[src/rtl/if_pkg.sv]
// Shared types and default constants for the if_prefetch fetch stage.
package if_pkg;

  localparam int ADDR_W_DEF = 32;
  localparam int INST_W_DEF = 32;
  localparam int DEPTH_DEF  = 4;
  localparam logic [ADDR_W_DEF-1:0] RESET_PC_DEF = '0;
  localparam int INST_BYTES = INST_W_DEF / 8;

  // DROP is kept for a future multi-cycle memory where a response can trail a redirect.
  typedef enum logic [1:0] {
    IDLE = 2'd0,
    WAIT = 2'd1,
    DROP = 2'd2
  } state_t;

  typedef struct packed {
    logic [ADDR_W_DEF-1:0] pc;
    logic [INST_W_DEF-1:0] inst;
  } fetch_entry_t;

  function automatic int inst_bytes(input int inst_w);
    return inst_w / 8;
  endfunction

endpackage

[src/rtl/if_prefetch_if.sv]
// Bus bundle for if_prefetch: redirect, memory req/ack and ID valid/ready.
// IF_ALIGN_CHECK_EN adds the fetch_fault signal.
interface if_prefetch_if #(
  parameter int ADDR_W = 32,
  parameter int INST_W = 32
) ();

  logic              redirect;
  logic [ADDR_W-1:0] redirect_pc;
  logic              mem_req;
  logic [ADDR_W-1:0] mem_addr;
  logic              mem_ack;
  logic [INST_W-1:0] mem_data;
  logic              inst_valid;
  logic [INST_W-1:0] inst;
  logic [ADDR_W-1:0] pc;
  logic              id_ready;
  logic              stall_req;
`ifdef IF_ALIGN_CHECK_EN
  logic              fetch_fault;
`endif

`ifdef IF_ALIGN_CHECK_EN
  modport master (
    input  redirect, redirect_pc, mem_ack, mem_data, id_ready,
    output mem_req, mem_addr, inst_valid, inst, pc, stall_req, fetch_fault
  );
  modport slave (
    output redirect, redirect_pc, mem_ack, mem_data, id_ready,
    input  mem_req, mem_addr, inst_valid, inst, pc, stall_req, fetch_fault
  );
`else
  modport master (
    input  redirect, redirect_pc, mem_ack, mem_data, id_ready,
    output mem_req, mem_addr, inst_valid, inst, pc, stall_req
  );
  modport slave (
    output redirect, redirect_pc, mem_ack, mem_data, id_ready,
    input  mem_req, mem_addr, inst_valid, inst, pc, stall_req
  );
`endif

endinterface

[src/rtl/if_fifo.sv]
// Synchronous FIFO with clear and a registered head word (valid whenever not empty).
module if_fifo #(
  parameter int DEPTH = 4,
  parameter int WIDTH = 64
) (
  input  logic                     clk,
  input  logic                     rst,
  input  logic                     clear,
  input  logic                     push,
  input  logic                     pop,
  input  logic [WIDTH-1:0]         din,
  output logic [WIDTH-1:0]         head,
  output logic [$clog2(DEPTH):0]   count,
  output logic                     full,
  output logic                     empty
);

  localparam int PTR_W = $clog2(DEPTH);
  localparam int CNT_W = PTR_W + 1;

  logic [WIDTH-1:0] mem [DEPTH];
  logic [PTR_W-1:0] wr_ptr_reg;
  logic [PTR_W-1:0] rd_ptr_reg;
  logic [PTR_W-1:0] rd_ptr_next;
  logic [CNT_W-1:0] count_reg;
  logic [CNT_W-1:0] remain;
  logic [WIDTH-1:0] head_reg;
  logic             push_eff;
  logic             pop_eff;

  assign full        = (count_reg == CNT_W'(DEPTH));
  assign empty       = (count_reg == '0);
  assign push_eff    = push && (!full || pop);
  assign pop_eff     = pop && !empty;
  assign rd_ptr_next = rd_ptr_reg + PTR_W'(pop_eff);
  assign remain      = count_reg - CNT_W'(pop_eff);

  always_ff @(posedge clk) begin
    if (push_eff && !clear) begin
      mem[wr_ptr_reg] <= din;
    end
  end

  // The head register is refilled from the array, or bypassed from din when the
  // incoming word becomes the new head.
  always_ff @(posedge clk) begin
    if (rst || clear) begin
      wr_ptr_reg <= '0;
      rd_ptr_reg <= '0;
      count_reg  <= '0;
      head_reg   <= '0;
    end else begin
      wr_ptr_reg <= wr_ptr_reg + PTR_W'(push_eff);
      rd_ptr_reg <= rd_ptr_next;
      count_reg  <= remain + CNT_W'(push_eff);
      if (push_eff && (remain == '0)) begin
        head_reg <= din;
      end else if (pop_eff) begin
        head_reg <= mem[rd_ptr_next];
      end
    end
  end

  assign head  = head_reg;
  assign count = count_reg;

endmodule

[src/rtl/if_prefetch.sv]
// Registered instruction prefetch: sequential req/ack fetch into a FIFO feeding ID.
// Build option IF_ALIGN_CHECK_EN: misaligned redirects raise fetch_fault and halt fetch.
module if_prefetch
  import if_pkg::*;
#(
  parameter int                ADDR_W   = ADDR_W_DEF,
  parameter int                INST_W   = INST_W_DEF,
  parameter int                DEPTH    = DEPTH_DEF,
  parameter logic [ADDR_W-1:0] RESET_PC = '0
) (
  input logic           clk,
  input logic           rst,
  if_prefetch_if.master bus
);

  localparam int                STEP_BYTES = inst_bytes(INST_W);
  localparam int                CNT_W      = $clog2(DEPTH) + 1;
  localparam logic [ADDR_W-1:0] STEP       = ADDR_W'(STEP_BYTES);
  localparam logic [ADDR_W-1:0] LOW_MASK   = ADDR_W'(STEP_BYTES - 1);
  localparam logic [CNT_W-1:0]  DEPTH_CNT  = CNT_W'(DEPTH);

  typedef struct packed {
    logic [ADDR_W-1:0] pc;
    logic [INST_W-1:0] inst;
  } entry_t;

  state_t            state_reg;
  state_t            state_next;
  logic [ADDR_W-1:0] fetch_pc_reg;
  logic [ADDR_W-1:0] fetch_pc_next;
  logic              stall_reg;
  logic              stall_next;
  logic              fetch_enable;

  logic              fifo_push;
  logic              fifo_pop;
  entry_t            fifo_din;
  entry_t            fifo_head;
  logic [CNT_W-1:0]  fifo_count;
  logic [CNT_W-1:0]  count_after;
  logic              fifo_full;
  logic              fifo_empty;

`ifdef IF_ALIGN_CHECK_EN
  logic fault_reg;
  logic fault_next;
  logic redirect_misaligned;

  assign redirect_misaligned = |(bus.redirect_pc & LOW_MASK);
  assign fetch_enable        = !fault_reg;
`else
  assign fetch_enable        = 1'b1;
`endif

  assign fifo_pop      = !fifo_empty && bus.id_ready;
  assign fifo_din.pc   = fetch_pc_reg;
  assign fifo_din.inst = bus.mem_data;

  always_comb begin
    state_next    = state_reg;
    fetch_pc_next = fetch_pc_reg;
    fifo_push     = 1'b0;
`ifdef IF_ALIGN_CHECK_EN
    fault_next    = fault_reg;
`endif

    if (bus.redirect) begin
`ifdef IF_ALIGN_CHECK_EN
      fetch_pc_next = bus.redirect_pc;
      fault_next    = redirect_misaligned;
      state_next    = redirect_misaligned ? IDLE : WAIT;
`else
      fetch_pc_next = bus.redirect_pc & ~LOW_MASK;
      state_next    = WAIT;
`endif
    end else begin
      case (state_reg)
        IDLE: begin
          if (!fifo_full && fetch_enable) begin
            state_next = WAIT;
          end
        end
        WAIT: begin
          if (bus.mem_ack) begin
            fifo_push     = 1'b1;
            fetch_pc_next = fetch_pc_reg + STEP;
          end
        end
        DROP:    state_next = IDLE;
        default: state_next = IDLE;
      endcase
    end

    // Occupancy after this edge; a redirect empties the FIFO regardless of push/pop.
    if (bus.redirect) begin
      count_after = '0;
    end else begin
      count_after = fifo_count + CNT_W'(fifo_push) - CNT_W'(fifo_pop);
    end

    if (fifo_push && (count_after >= DEPTH_CNT)) begin
      state_next = IDLE;
    end

    stall_next = (count_after == '0);
  end

  always_ff @(posedge clk) begin
    if (rst) begin
      state_reg    <= IDLE;
      fetch_pc_reg <= RESET_PC;
      stall_reg    <= 1'b0;
`ifdef IF_ALIGN_CHECK_EN
      fault_reg    <= 1'b0;
`endif
    end else begin
      state_reg    <= state_next;
      fetch_pc_reg <= fetch_pc_next;
      stall_reg    <= stall_next;
`ifdef IF_ALIGN_CHECK_EN
      fault_reg    <= fault_next;
`endif
    end
  end

  if_fifo #(
    .DEPTH (DEPTH),
    .WIDTH ($bits(entry_t))
  ) u_fifo (
    .clk   (clk),
    .rst   (rst),
    .clear (bus.redirect),
    .push  (fifo_push),
    .pop   (fifo_pop),
    .din   (fifo_din),
    .head  (fifo_head),
    .count (fifo_count),
    .full  (fifo_full),
    .empty (fifo_empty)
  );

  assign bus.mem_req    = (state_reg == WAIT);
  assign bus.mem_addr   = fetch_pc_reg;
  assign bus.inst_valid = !fifo_empty;
  assign bus.inst       = fifo_head.inst;
  assign bus.pc         = fifo_head.pc;
  assign bus.stall_req  = stall_reg;
`ifdef IF_ALIGN_CHECK_EN
  assign bus.fetch_fault = fault_reg;
`endif

endmodule

[src/flat_wrapper.sv]
// flat-port wrapper written by rule: the top's interface ports become plain ports
module if_prefetch_flat import if_pkg::*;
#(
  parameter int                ADDR_W   = ADDR_W_DEF,
  parameter int                INST_W   = INST_W_DEF,
  parameter int                DEPTH    = DEPTH_DEF,
  parameter logic [ADDR_W-1:0] RESET_PC = '0
)
  (clk, rst, bus_redirect, bus_redirect_pc, bus_mem_ack, bus_mem_data, bus_id_ready, bus_mem_req, bus_mem_addr, bus_inst_valid, bus_inst, bus_pc, bus_stall_req);
  if_prefetch_if #(.ADDR_W(ADDR_W), .INST_W(INST_W)) bus_i ();
  input logic clk;
  input logic rst;
  input wire logic [$bits(bus_i.redirect)-1:0] bus_redirect;
  input wire logic [$bits(bus_i.redirect_pc)-1:0] bus_redirect_pc;
  input wire logic [$bits(bus_i.mem_ack)-1:0] bus_mem_ack;
  input wire logic [$bits(bus_i.mem_data)-1:0] bus_mem_data;
  input wire logic [$bits(bus_i.id_ready)-1:0] bus_id_ready;
  output wire logic [$bits(bus_i.mem_req)-1:0] bus_mem_req;
  output wire logic [$bits(bus_i.mem_addr)-1:0] bus_mem_addr;
  output wire logic [$bits(bus_i.inst_valid)-1:0] bus_inst_valid;
  output wire logic [$bits(bus_i.inst)-1:0] bus_inst;
  output wire logic [$bits(bus_i.pc)-1:0] bus_pc;
  output wire logic [$bits(bus_i.stall_req)-1:0] bus_stall_req;
  assign bus_i.redirect = bus_redirect;
  assign bus_i.redirect_pc = bus_redirect_pc;
  assign bus_i.mem_ack = bus_mem_ack;
  assign bus_i.mem_data = bus_mem_data;
  assign bus_i.id_ready = bus_id_ready;
  assign bus_mem_req = bus_i.mem_req;
  assign bus_mem_addr = bus_i.mem_addr;
  assign bus_inst_valid = bus_i.inst_valid;
  assign bus_inst = bus_i.inst;
  assign bus_pc = bus_i.pc;
  assign bus_stall_req = bus_i.stall_req;
  if_prefetch #(.ADDR_W(ADDR_W), .INST_W(INST_W), .DEPTH(DEPTH), .RESET_PC(RESET_PC)) u_core (.clk(clk), .rst(rst), .bus(bus_i));
endmodule
[config.mk]
export PLATFORM = sky130hd
export DESIGN_NAME = if_prefetch_flat
export DESIGN_NICKNAME = d
export VERILOG_FILES = /design/src/rtl/if_pkg.sv /design/src/rtl/if_prefetch_if.sv /design/src/rtl/if_fifo.sv /design/src/rtl/if_prefetch.sv /design/src/flat_wrapper.sv
export SDC_FILE = /design/constraint.sdc
export NUM_CORES = 1
export LEC_CHECK = 0
export ABC_AREA = 1
export ABC_CLOCK_PERIOD_IN_PS = 6700
export CORE_MARGIN = 1.5
export CORE_UTILIZATION = 45
export DETAILED_ROUTE_END_ITERATION = 10
export PLACE_DENSITY_LB_ADDON = 0.08
export SLEW_MARGIN = 20
export SYNTH_ARGS = -nofsm -noshare
export SYNTH_HDL_FRONTEND = slang
export SYNTH_SLANG_ARGS = --single-unit
export TNS_END_PERCENT = 30
[constraint.sdc]
create_clock -name clk -period 6.7 [get_ports clk]
set_input_delay 1.675 -clock clk [delete_from_list [all_inputs] [get_ports clk]]
set_output_delay 1.675 -clock clk [all_outputs]
set_load 0.03 [all_outputs]
---- Word level (Yosys, flattened, before mapping) ----
Memories as Yosys holds them, arrays and structs flattened.
Cells that the tools add are included.
cells by class
  reductions and logical operators ........ 25
  equal/unequal tests ..................... 5
  mux-type cells .......................... 14
  bitwise gates (word level) .............. 1
  add/sub/neg operators ................... 7
  order comparisons ....................... 1
operators by type and width
  kind                     number
  $mux W64                 2
  $mux W32                 3
  $add A32 B3 Y32 const B  1
  $logic_not A3 Y1         3
  $reduce_and A2 Y1        4
  $add A3 B1 Y3            2
  $logic_and A1 B1 Y1      6
  $mux W1                  6
  $reduce_bool A2 Y1       3
  $sub A3 B1 Y3            2
  $add A2 B1 Y2            2
  $ne A2 B2 Y1 const B     2
  $pmux W2 S2              1
  $reduce_or A2 Y1         2
  $eq A3 B3 Y1 const B     1
  $ge A3 B3 Y1 const B     1
  $logic_not A1 Y1         3
  $mux W3                  1
  $ne A3 B3 Y1 const B     1
  $reduce_or A3 Y1         1
  $eq A2 B1 Y1 const B     1
  $logic_not A2 Y1         1
  $logic_or A1 B1 Y1       2
  $mux W2                  1
  $not A1 Y1               1
word-level totals
  flip-flop bits (word level) ............. 106
  output and inout port bits .............. 99
  input bits .............................. 69
  memory bits (writable) .................. 256
  memories kept ........................... 1
memories
  memory             depth  bits a word  rd ports  clocked after Yosys merged registers in  wr ports  RTL line       source
  u_core.u_fifo.mem  4      64           1         0                                        1         if_fifo.sv:21  logic [WIDTH-1:0] mem [DEPTH];

---- Longest topological paths before layout ----
Gate-level depths: netlist (run 1).
  word-level depth ........................ 9
  gate-level depth with buffers ........... 17
  gate-level depth less buffers ........... 14

---- Cells and area by module ----
Synthesis (run 1) repeated with hierarchy kept, for this count alone.
unflattened totals
  cell total of the unflattened synthesis .. 1,675
  area total of the unflattened synthesis .. 15,651.3 um2
modules (own cells, without submodules)
  module       area each (um2)  seq. area each (um2)  cells an instance  instances
  if_fifo      13,336.5         9,108.7               1,301              1
  if_prefetch  2,314.7          640.6                 374                1

---- Worst setup path before layout (run 1) ----
OpenSTA, ideal clock, no wires.
  kind .................................... input to register
  start point ............................. in bus_mem_ack
  end point ............................... mem u_core.u_fifo.mem[0][0] (enable)
  arrival ................................. 6,245 ps
  path slack .............................. -104 ps
  setup time .............................. 559 ps
  stages on the path ...................... 4
  buffers on the path ..................... 0
  path through ............................ nand2_2 > nor2_2 > o21ai_4 > nor3_1
between the ends
  word-level cells in the longest chain between the ends .. 7
RTL lines
  what                           RTL line            source
  from (decl)                    flat_wrapper.sv:15  input wire logic [$bits(bus_i.mem_ack)-1:0] bus_mem_ack;
  $mux W1                        if_prefetch.sv:84   if (bus.mem_ack) begin
  $mux W1                        if_prefetch.sv:77   case (state_reg)
  $mux W1                        if_prefetch.sv:67   if (bus.redirect) begin
  $logic_and A1 B1 Y1            if_fifo.sv:33       assign push_eff = push && (!full || pop);
  $logic_and A1 B1 Y1            if_fifo.sv:39       if (push_eff && !clear) begin
  $mux W1                        if_fifo.sv:39
  $mux W1 (not written as such)  if_fifo.sv:40       mem[wr_ptr_reg] <= din;
  to (decl)                      if_fifo.sv:21
No other way between the ends.

---- Worst setup path in the final report (run 1) ----
  start point ............................. in bus_id_ready
  end point ............................... reg u_core.u_fifo.head_reg[26], in the netlist u_core.u_fifo.head[26]
between the ends
  word-level cells in the longest chain between the ends .. 6
  elaborated cells between the ends (all ways) .. 12
RTL lines
  what                              RTL line            source
  from (decl)                       flat_wrapper.sv:17  input wire logic [$bits(bus_i.id_ready)-1:0] bus_id_ready;
  $logic_and A1 B1 Y1               if_prefetch.sv:55   assign fifo_pop = !fifo_empty && bus.id_ready;
  $logic_and A1 B1 Y1               if_fifo.sv:34       assign pop_eff = pop && !empty;
  $add A2 B1 Y2                     if_fifo.sv:35       assign rd_ptr_next = rd_ptr_reg + PTR_W'(pop_eff);
  net u_core.u_fifo.rd_ptr_next[0]  if_fifo.sv:24       logic [PTR_W-1:0] rd_ptr_next;
  $mem_v2 Z4 W64                    -
  $mux W64                          if_fifo.sv:58       end else if (pop_eff) begin
  $mux W64                          if_fifo.sv:56       if (push_eff && (remain == '0)) begin
  to (signal assigned)              if_fifo.sv:57       head_reg <= din;
  to (signal assigned)              if_fifo.sv:59       head_reg <= mem[rd_ptr_next];
  to (decl)                         if_fifo.sv:27       logic [WIDTH-1:0] head_reg;
The timed path passes the listed nets, and every way through them passes these cells. The select of a mux whose other input is x is not followed.
A chain may end at the register's enable or synchronous reset.

==> results of run 1 <==
## per-layer routing
layer | part of all wire | up-vias | GRT usage
li1 | - | 5778 | -
met2 | 0.48 | 317 | 0.3746
met1 | 0.45 | 5438 | 0.2902
met3 | 0.054 | 50 | 0.03246
met4 | 0.019 | 0 | 0.05862
met5 | 0 | - | 0
## how the worst max path moves through the flow
| stage | slack [ns] | to |
|---|---|---|
| 2_1_floorplan | -0.10 | u_core.u_fifo.mem[0][0] |
| 3_3_place_gp | 1.43 | u_core.u_fifo.head[5] |
| 3_5_place_dp | 1.34 | u_core.u_fifo.head[13] |
| 4_1_cts | 1.87 | u_core.u_fifo.head[13] |
| 5_1_grt | 1.62 | u_core.u_fifo.head[12] |
| 6_report | 1.92 | u_core.u_fifo.head[26] |
## per-stage QoR
step                      total power, µW  hold slack (ns)
after CTS                            4988           0.5460
final                                4932           0.5418
after global placement               2808           0.5287
after floorplan                      2649           0.5203
after detailed placement             2814           0.5314
after global routing                 5104           0.5652
## area by class of cell
| cell class | count | area [µm²] | share of cell area |
|---|---|---|---|
| multi-input combinational | 1155 | 4955 | 0.2663 |
| inverter | 133 | 501.7 | 0.02697 |
| sequential | 349 | 9469 | 0.5090 |
| clock buffer | 57 | 1146 | 0.06161 |
| timing repair buffer | 185 | 1804 | 0.09699 |
| tap | 448 | 560.5 | 0.03013 |
| clock inverter | 13 | 166.4 | 0.008945 |
## cells in the final DEF, fill, tap and decap left out, types with 3 or more instances in the layout
| cell | n |
|---|---|
| dfxtp_1 | 101 |
| clkbuf_16 | 41 |
| a22oi_1 | 4 |
| xor2_1 | 4 |
| bufinv_16 | 4 |
| clkbuf_8 | 6 |
| clkbuf_1 | 10 |
| nand3_1 | 98 |
| buf_4 | 23 |
| a22o_1 | 3 |
| clkinv_1 | 3 |
| ha_1 | 8 |
| edfxtp_1 | 248 |
| a21oi_1 | 44 |
| clkinv_2 | 6 |
| inv_1 | 129 |
| a21boi_0 | 19 |
| xnor2_1 | 4 |
| o21ai_0 | 23 |
| conb_1 | 4 |
| clkdlybuf4s50_1 | 161 |
| nor2_1 | 176 |
| nor3_1 | 4 |
| a31oi_1 | 8 |
| nor3_2 | 4 |
| nand2_1 | 732 |
## power by group through the flow
stage	combinational [µW]	clock, µW	sequential (µW)
CTS	381	2220	2390
global route	419	2290	2390
finish	377	2170	2390
global placement	374	0	2430
floorplan	190	0	2460
detailed placement	379	0	2430
## cells by family (layout without fill, tap and decap cells)
| group | Yosys count | count (layout) | synth area share |
|---|---|---|---|
| DFF | 349 | 349 | 0.6214 |
| other | 1 | 4 | 0.0002461 |
| and+or+nand+nor | 1025 | 1025 | 0.2636 |
| muxes | 2 | 2 | 0.001314 |
| xor gates and xnor gates | 9 | 9 | 0.005665 |
| buffers and inverters | 215 | 388 | 0.05805 |
| AOI/OAI and AO/OA | 105 | 105 | 0.04106 |
| adders and majority gates | 10 | 10 | 0.008704 |
## worst max-delay path, stage by stage
cell	delay (ns)
clkdlybuf4s50_1	0.54
nand2_1	0.12
buf_4	0.35
inv_1	0.20
ha_4	0.70
buf_4	0.81
nand2_1	0.12
a21boi_0	0.17
a21oi_1	0.19
nand3_1	0.10
nand3_1	0.09
nand2_1	0.05
inv_1	0.05
## cell usage after synthesis (all sizes together), types with 5 or more instances
cell type / number / area share
xnor2: 5 / 0.0034
a21boi: 19 / 0.0094
inv: 131 / 0.032
nand2: 734 / 0.18
nor3: 8 / 0.0026
ha: 9 / 0.0074
a21oi: 44 / 0.014
nand3: 98 / 0.032
dfxtp: 101 / 0.13
a31oi: 8 / 0.0033
nor2: 181 / 0.046
clkbuf: 42 / 0.010
o21ai: 24 / 0.0086
edfxtp: 248 / 0.49
buf: 40 / 0.015
==> results.md, run 1 <==
* Cell-internal power at 3822 µW
* Crit share post-route at 0.7134
* Top_reg_cell synth: edfxtp_1
* Worst Reg-to-Reg Cells at 14
* Vias in the first global route at 11190
* Vias per inst at 4.950
* Combinational share of power at 0.076
* Largest net degree at the start of global routing at 81
* Utilization after layout at 0.5562
* Crit path DAT at 5.25 ns
* Worst-Margin Slew at 1.028 ns
* Cell area after synthesis at 0.01524 mm²
* Design Area, Final at 0.01860 mm²
* Total wire length at 37960 µm
* Share of the yosys chip area belonging to registers at 0.6214
* Placed insts at 2270
* R2r startpoint: u_core.u_fifo.count[1]
* Clock-pin slew on the worst setup and hold paths at 0.06 ns
* HP Class: reg2reg
* Clock group share of total power at 0.439
* Final WS setup at 1.920 ns
* RSZ-0062 raised after global routing: no
* Slew headroom at 0.3134
* Core Area at 0.03345 mm²
* DP Area at 0.01729 mm²
* Vias at 11580
* Io pins at 168
* Setup TNS at 0 ns
* Post-synth EDFFs at 248
* Worst setup SP type: input port
* F_max at 209.2 MHz
* Cts repair resizes at 0
* P&R area growth vs syn at 22.08%
* Total CTS buffers at 38
* Die Wd at 187.0 µm
* Hold_buf cts at 0
* Clock Skew at 0.01566 ns
* Maxcap violations at 0
* DRT iter0 DRCs at 677
* Avg Cell Area, Syn at 8.880 µm²
* CP max FO at 80
* Final hold violation count at 0
* CP startpoint: bus_id_ready
* Slew Limit Fails at 0
* First-pass GRT wire length at 60170 µm
* CTS Sinks at 349
* Yosys reg bits at 349
* Post-place setup slack at 1.341 ns
* Hold Path End: u_core.u_fifo.head[23]
* FFs w/ async S/R, synth at 0
* HPWL Detailed at 21840 µm
* Pwr dens at 265.1 mW/mm²
* Skew-Pair Late Insertion Delay at 0.53 ns
* Initial Utilization at 0.4556
* Post-DR wirelength/cell at 16.22 µm
* HP Start: u_core.u_fifo.head[23]
* R2r setup slk at 2.99 ns
* Fin crit period at 4.780 ns
* Gate Count Post-Synth at 1716
* Crit. End Element: flop
* Antenna violations before repair at 0
* Status: complete, no violations
* Fin cells at 2340
* Seq pwr share at 0.484
* Port bufs at 161
* Post-CTS Setup Inserts at 0
* Die Y at 187.0 µm
* Number of distinct library cells after synthesis at 37
* Share of layout cells above drive strength 1 at 0.05338
* Static Leakage at 0.007449 µW
* GRT overflow at 0
* CP Class: in2reg
* Fillers at 3015
* Synth warn at 0
* Die ar. at 0.03498 mm²
* Post-route ant nets at 0
* H-tree depth at 2
* Peak VDD IR at 0.1592 mV
* Hold depth at 4
* Nets at 1941
* WP data required at 7.17 ns
* CTS max path bufs at 3
* Root Driver: clkbuf_16
* Placer congestion estimate at 0.8156
* CTS tree: yes
* Ant diodes at 0
* Rows at 67
* Global-route usage over all layers at 0.2185
* First-pass iteration count of the detailed router at 5
* RR Endpoint: u_core.u_fifo.head[26]
* P_sw at 1110 µW
* Largest register FFs at 248
* Sw Ratio at 0.2251
* Post-route DRC at 0
* Final setup vio count at 0
(Power assumes the default switching activity.)
==> inputs of run 2 (changes only) <==
ABC_CLOCK_PERIOD_IN_PS = 4400   (was 6700)
clock period = 4.4 ns   (was 6.7 ns; I/O delays follow)
==> results.md, run 2 (synthesis results as in run 1) <==
* Status: complete, no violations
* Share of layout cells above drive strength 1 at 0.05172 (-0.001668)
* Worst Reg-to-Reg Cells at 15 (+1)
* Most frequent cells in the layout: nand2_1 (732), edfxtp_1 (248), nor2_1 (176)
* Vias in the first global route at 11060 (-1.2%)
* Crit path DAT at 3.78 ns (-1.47 ns)
* First-pass iteration count of the detailed router at 5 (unchanged)
* Slew headroom at 0.3002 (-0.01318)
* Io pins at 168 (unchanged)
* Crit. End Element: flop
* Post-CTS Setup Inserts at 0 (unchanged)
* Rows at 67 (unchanged)
* Final setup vio count at 0 (unchanged)
* RSZ-0062 raised after global routing: no
* Slew Limit Fails at 0 (unchanged)
* Static Leakage at 0.007422 µW (-0.35%)
* Antenna violations before repair at 0 (unchanged)
* Post-route DRC at 0 (unchanged)
* CP max FO at 25 (-69%)
* Post-route ant nets at 0 (unchanged)
* Initial Utilization at 0.4556 (unchanged)
* Placer congestion estimate at 0.8216 (+0.74%)
* HP Class: reg2reg
* Vias at 11560 (-0.17%)
* HPWL Detailed at 22350 µm (+2.3%)
* CP endpoint: u_core.u_fifo.head[63]
* Die Y at 187.0 µm (unchanged)
* Core Area at 0.03345 mm² (unchanged)
* Largest net degree at the start of global routing at 74 (-8.6%)
* WHS at 0.5429 ns (+0.001006 ns)
* Worst setup SP type: input port
* Peak VDD IR at 0.2216 mV (+39%)
* Crit share post-route at 0.7742
* Cts repair resizes at 0 (unchanged)
* Total CTS buffers at 38 (unchanged)
* F_max at 293.6 MHz
* Final hold violation count at 0 (unchanged)
* Skew-Pair Late Insertion Delay at 0.52 ns (about the same)
* H-tree depth at 2 (unchanged)
* CP Class: in2reg
* Setup TNS at 0 ns (unchanged)
* R2r startpoint: u_core.u_fifo.count[1]
* Die ar. at 0.03498 mm² (unchanged)
* Global-route usage over all layers at 0.2147 (-0.003749)
* CTS Sinks at 349 (unchanged)
* RR Endpoint: u_core.u_fifo.head[63]
* CP startpoint: bus_id_ready
* WP data required at 4.77 ns (-2.40 ns)
* Commonest non-fill, non-tap cell in the layout: nand2_1
* Clock Skew at 0.02015 ns (+0.004482 ns)
* Vias per inst at 4.935 (-0.30%)
* CTS max path bufs at 3 (unchanged)
* Fin crit period at 3.406 ns
* Total wire length at 37490 µm (-1.2%)
* DRT iter0 DRCs at 529 (-22%)
* Largest register FFs at 248 (unchanged)
* Hold_buf cts at 0 (unchanged)
* Nets at 1945 (+0.21%)
* Ant diodes at 0 (unchanged)
* P&R area growth vs syn at 22.03% (about the same)
* First-pass GRT wire length at 59500 µm (-1.1%)
* R2r setup slk at 1.48 ns (-1.51 ns)
* CTS tree: yes
* Port bufs at 161 (unchanged)
* Clock-pin slew on the worst setup and hold paths at 0.05 ns (about the same)
* Post-DR wirelength/cell at 16.00 µm (-1.4%)
* GRT overflow at 0 (unchanged)
* Pwr dens at 387.1 mW/mm² (+46%)
* Maxcap violations at 0 (unchanged)
* Worst-Margin Slew at 1.046 ns (+0.01740 ns)
* Root Driver: clkbuf_16
* Die Wd at 187.0 µm (unchanged)
run 2: cell type report:
type	instances	area, µm²
Clock buffer	57	1116
Clock inverter	12	63.81
Fill cell	3026	14850
Inverter	133	501.7
Multi-Input combinational cell	1155	4950
Sequential cell	349	9469
Tap cell	448	560.5
Timing Repair Buffer	189	1934
run 2: worst min path at each step:
stage / startpoint / endpoint / depth (start not counted)
detailed placement: u_core.u_fifo.head[10] / u_core.u_fifo.head[10] / 4
finish: u_core.u_fifo.head[10] / u_core.u_fifo.head[10] / 4
floorplan: u_core.u_fifo.wr_ptr_reg[1] / u_core.u_fifo.wr_ptr_reg[1] / 2
CTS: u_core.u_fifo.head[10] / u_core.u_fifo.head[10] / 4
global placement: u_core.u_fifo.head[20] / u_core.u_fifo.head[20] / 4
global route: u_core.u_fifo.head[13] / u_core.u_fifo.head[13] / 4
run 2: critical path: stages:
cell	delay, ns
clkdlybuf4s50_1	0.51
nand2_1	0.14
inv_1	0.11
ha_1	0.20
ha_1	0.19
xnor2_1	0.23
nand3_1	0.15
nor2_4	0.20
inv_1	0.10
nand2_2	0.38
buf_12	0.25
nor2_1	0.06
nor2_1	0.10
nor2_1	0.05
run 2: power by group:
part,total (µW),switching [µW],internal (µW)
Combinational,579,363,216
Clock,2980,1230,1760
Sequential,3640,66.2,3570
run 2: routing by layer:
| metal | routed length (µm) | up-vias | global-route usage | share of wire |
|---|---|---|---|---|
| li1 | - | 5794 | - | - |
| met1 | 17040 | 5399 | 0.2908 | 0.45 |
| met2 | 17790 | 316 | 0.3614 | 0.47 |
| met3 | 2033 | 54 | 0.03659 | 0.054 |
| met4 | 624 | 0 | 0.05056 | 0.017 |
| met5 | 0 | - | 0 | 0 |
run 2: through the flow:
stage / area, µm² / power, µW / setup WS [ns] / instances / utilization
floorplan: 15250 / 4033 / -1.829 / 1719 / -
global placement: 17420 / 4283 / 0.5532 / 2274 / 0.5207
detailed placement: 17420 / 4291 / 0.4920 / 2274 / 0.5207
CTS: 18600 / 7271 / 0.9969 / 2343 / 0.5559
global route: 18600 / 7472 / 0.7935 / 2343 / 0.5559
finish: 18600 / 7199 / 0.9936 / 2343 / 0.5559
==> inputs of run 3 (changes only) <==
ABC_CLOCK_PERIOD_IN_PS = 3240   (was 4400)
clock period = 3.24 ns   (was 4.4 ns; I/O delays follow)
==> results.md, run 3 (synthesis results as in run 1) <==
* Rows at 67 (unchanged)
* HPWL Detailed at 22880 µm (+2.4%)
* F_max at 352.9 MHz
* Most frequent cells in the layout: nand2_1 (732), edfxtp_1 (248), nor2_1 (176)
* Slew Limit Fails at 0 (unchanged)
* Vias per inst at 4.912 (-0.48%)
* Post-route ant nets at 0 (unchanged)
* P&R area growth vs syn at 23.78%
* CTS max path bufs at 3 (unchanged)
* Slowest CP cell: nor2_2
* Nets at 1966 (+1.1%)
* Vias at 11610 (+0.42%)
* Vias in the first global route at 11060 (+0.036%)
* Static Leakage at 0.007553 µW (+1.8%)
* Post-DR wirelength/cell at 15.89 µm (-0.72%)
* Crit path DAT at 3.29 ns (-0.49 ns)
* Status: complete, no violations
* Total wire length at 37560 µm (+0.17%)
* Crit share post-route at 0.8745
* CTS Sinks at 349 (unchanged)
* Root Driver: clkbuf_16
* Slew headroom at 0.2928 (-0.007412)
* CP Class: in2reg
* Total CTS buffers at 37 (-2.6%)
* CTS tree: yes
* Cts repair resizes at 0 (unchanged)
* Final setup vio count at 0 (unchanged)
* Worst-Margin Slew at 1.060 ns (+0.01384 ns)
* DRT iter0 DRCs at 728 (+38%)
* Die Wd at 187.0 µm (unchanged)
* Share of layout cells above drive strength 1 at 0.06315 (+0.01144)
* CP Buf/Inv Count at 3 (-1)
* GRT overflow at 0 (unchanged)
* Top Family by Delay on Critical Path: simple AND/OR/NAND/NOR gates
* Post-route DRC at 0 (unchanged)
* Largest net degree at the start of global routing at 97 (+31%)
* Hold_buf cts at 0 (unchanged)
* Pwr dens at 515.8 mW/mm² (+33%)
* Fillers at 2953 (-2.4%)
* H-tree depth at 2 (unchanged)
* Clock-pin slew on the worst setup and hold paths at 0.06 ns (about the same)
* Global-route usage over all layers at 0.2149 (about the same)
* Worst setup SP type: input port
* WP data required at 3.70 ns (-1.07 ns)
* Placer congestion estimate at 0.8688 (+5.7%)
* Utilization after layout at 0.5639 (+0.007968)
* Crit. End Element: flop
* HP Class: reg2reg
* RSZ-0062 raised after global routing: no
* Total power at 9729 µW (+35%)
* Initial Utilization at 0.4556 (unchanged)
* Post-place setup slack at -0.1176 ns (-0.6095 ns)
* Critical Path Max Stage Delay at 0.81 ns (+0.30 ns)
* Skew-Pair Late Insertion Delay at 0.52 ns (about the same)
* Core Area at 0.03345 mm² (unchanged)
* Post-CTS Setup Inserts at 0 (unchanged)
* Die ar. at 0.03498 mm² (unchanged)
* Setup TNS at 0 ns (unchanged)
* Peak VDD IR at 0.2874 mV (+30%)
* Die Y at 187.0 µm (unchanged)
* Fin crit period at 2.833 ns
* Most frequent CP cell: nand2_1
* Design Area, Final at 0.01886 mm² (+1.4%)
* CP max FO at 21 (-16%)
* First-pass iteration count of the detailed router at 7 (+2)
* Clock Skew at 0.01997 ns (-0.0001720 ns)
* First-pass GRT wire length at 59540 µm (about the same)
* Port bufs at 161 (unchanged)
* Largest register FFs at 248 (unchanged)
* Final WS setup at 0.4066 ns (-0.5870 ns)
* Io pins at 168 (unchanged)
* DP Area at 0.01772 mm² (+1.7%)
* CP Cell Sequence: clkdlybuf4s50_1 > nand2_1 > inv_1 > ha_1 > ha_1 > xnor2_1 > nand3_1 > nor2_4 > nor2_2 > nand2_1 > nand3_1 > nand2_1 > inv_1
* Maxcap violations at 0 (unchanged)
* Final hold violation count at 0 (unchanged)
* Ant diodes at 0 (unchanged)
* Commonest non-fill, non-tap cell in the layout: nand2_1
* Antenna violations before repair at 0 (unchanged)
[run 3: worst register-to-register path, delay by kind of cell, from the launching register on]
kind	cells	cell delay, ns
XOR/XNOR	1	0.14
adder cells (fa/ha/maj)	2	0.37
buffers and inverters	3	0.23
flip-flops	1	0.31
AND/OR/NAND/NOR	8	1.63
[run 3: where the power goes]
group          switching (µW)  internal [µW]  leakage [µW]
Sequential               74.2           4850       0.00310
Combinational             517            319       0.00390
Clock                    1650           2320      0.000558
[run 3: path summary, 6_finish.rpt]
check        slack (ns)                     end                   start  cells past startpoint
max                0.41   u_core.u_fifo.head[3]            bus_id_ready                     13
min                0.55  u_core.u_fifo.head[23]  u_core.u_fifo.head[23]                      4
max reg2reg        0.49   u_core.u_fifo.head[3]  u_core.u_fifo.count[1]                     14
min reg2reg        0.55  u_core.u_fifo.head[23]  u_core.u_fifo.head[23]                      4
[run 3: layout make-up]
type	instances	area (µm²)	share of cell area
inverter	133	501.7	0.02660
clock buffer	52	1035	0.05486
tap	448	560.5	0.02972
sequential	349	9469	0.5020
timing repair buffer	211	2212	0.1173
clock inverter	16	108.9	0.005771
multi-input combinational	1155	4975	0.2637
[run 3: layer usage]
layer	vias to the layer above	routed length (µm)	global-route usage
met1	5439	17270	0.2943
met4	0	615	0.05025
li1	5827	-	-
met2	296	17800	0.3625
met5	-	0	0
met3	49	1863	0.03096
[run 3: stage by stage]
step	hold slack, ns	cells
finish	0.5513	2364
detailed placement	0.5414	2296
floorplan	0.5407	1719
CTS	0.5548	2364
global route	0.5799	2364
global placement	0.5317	2296
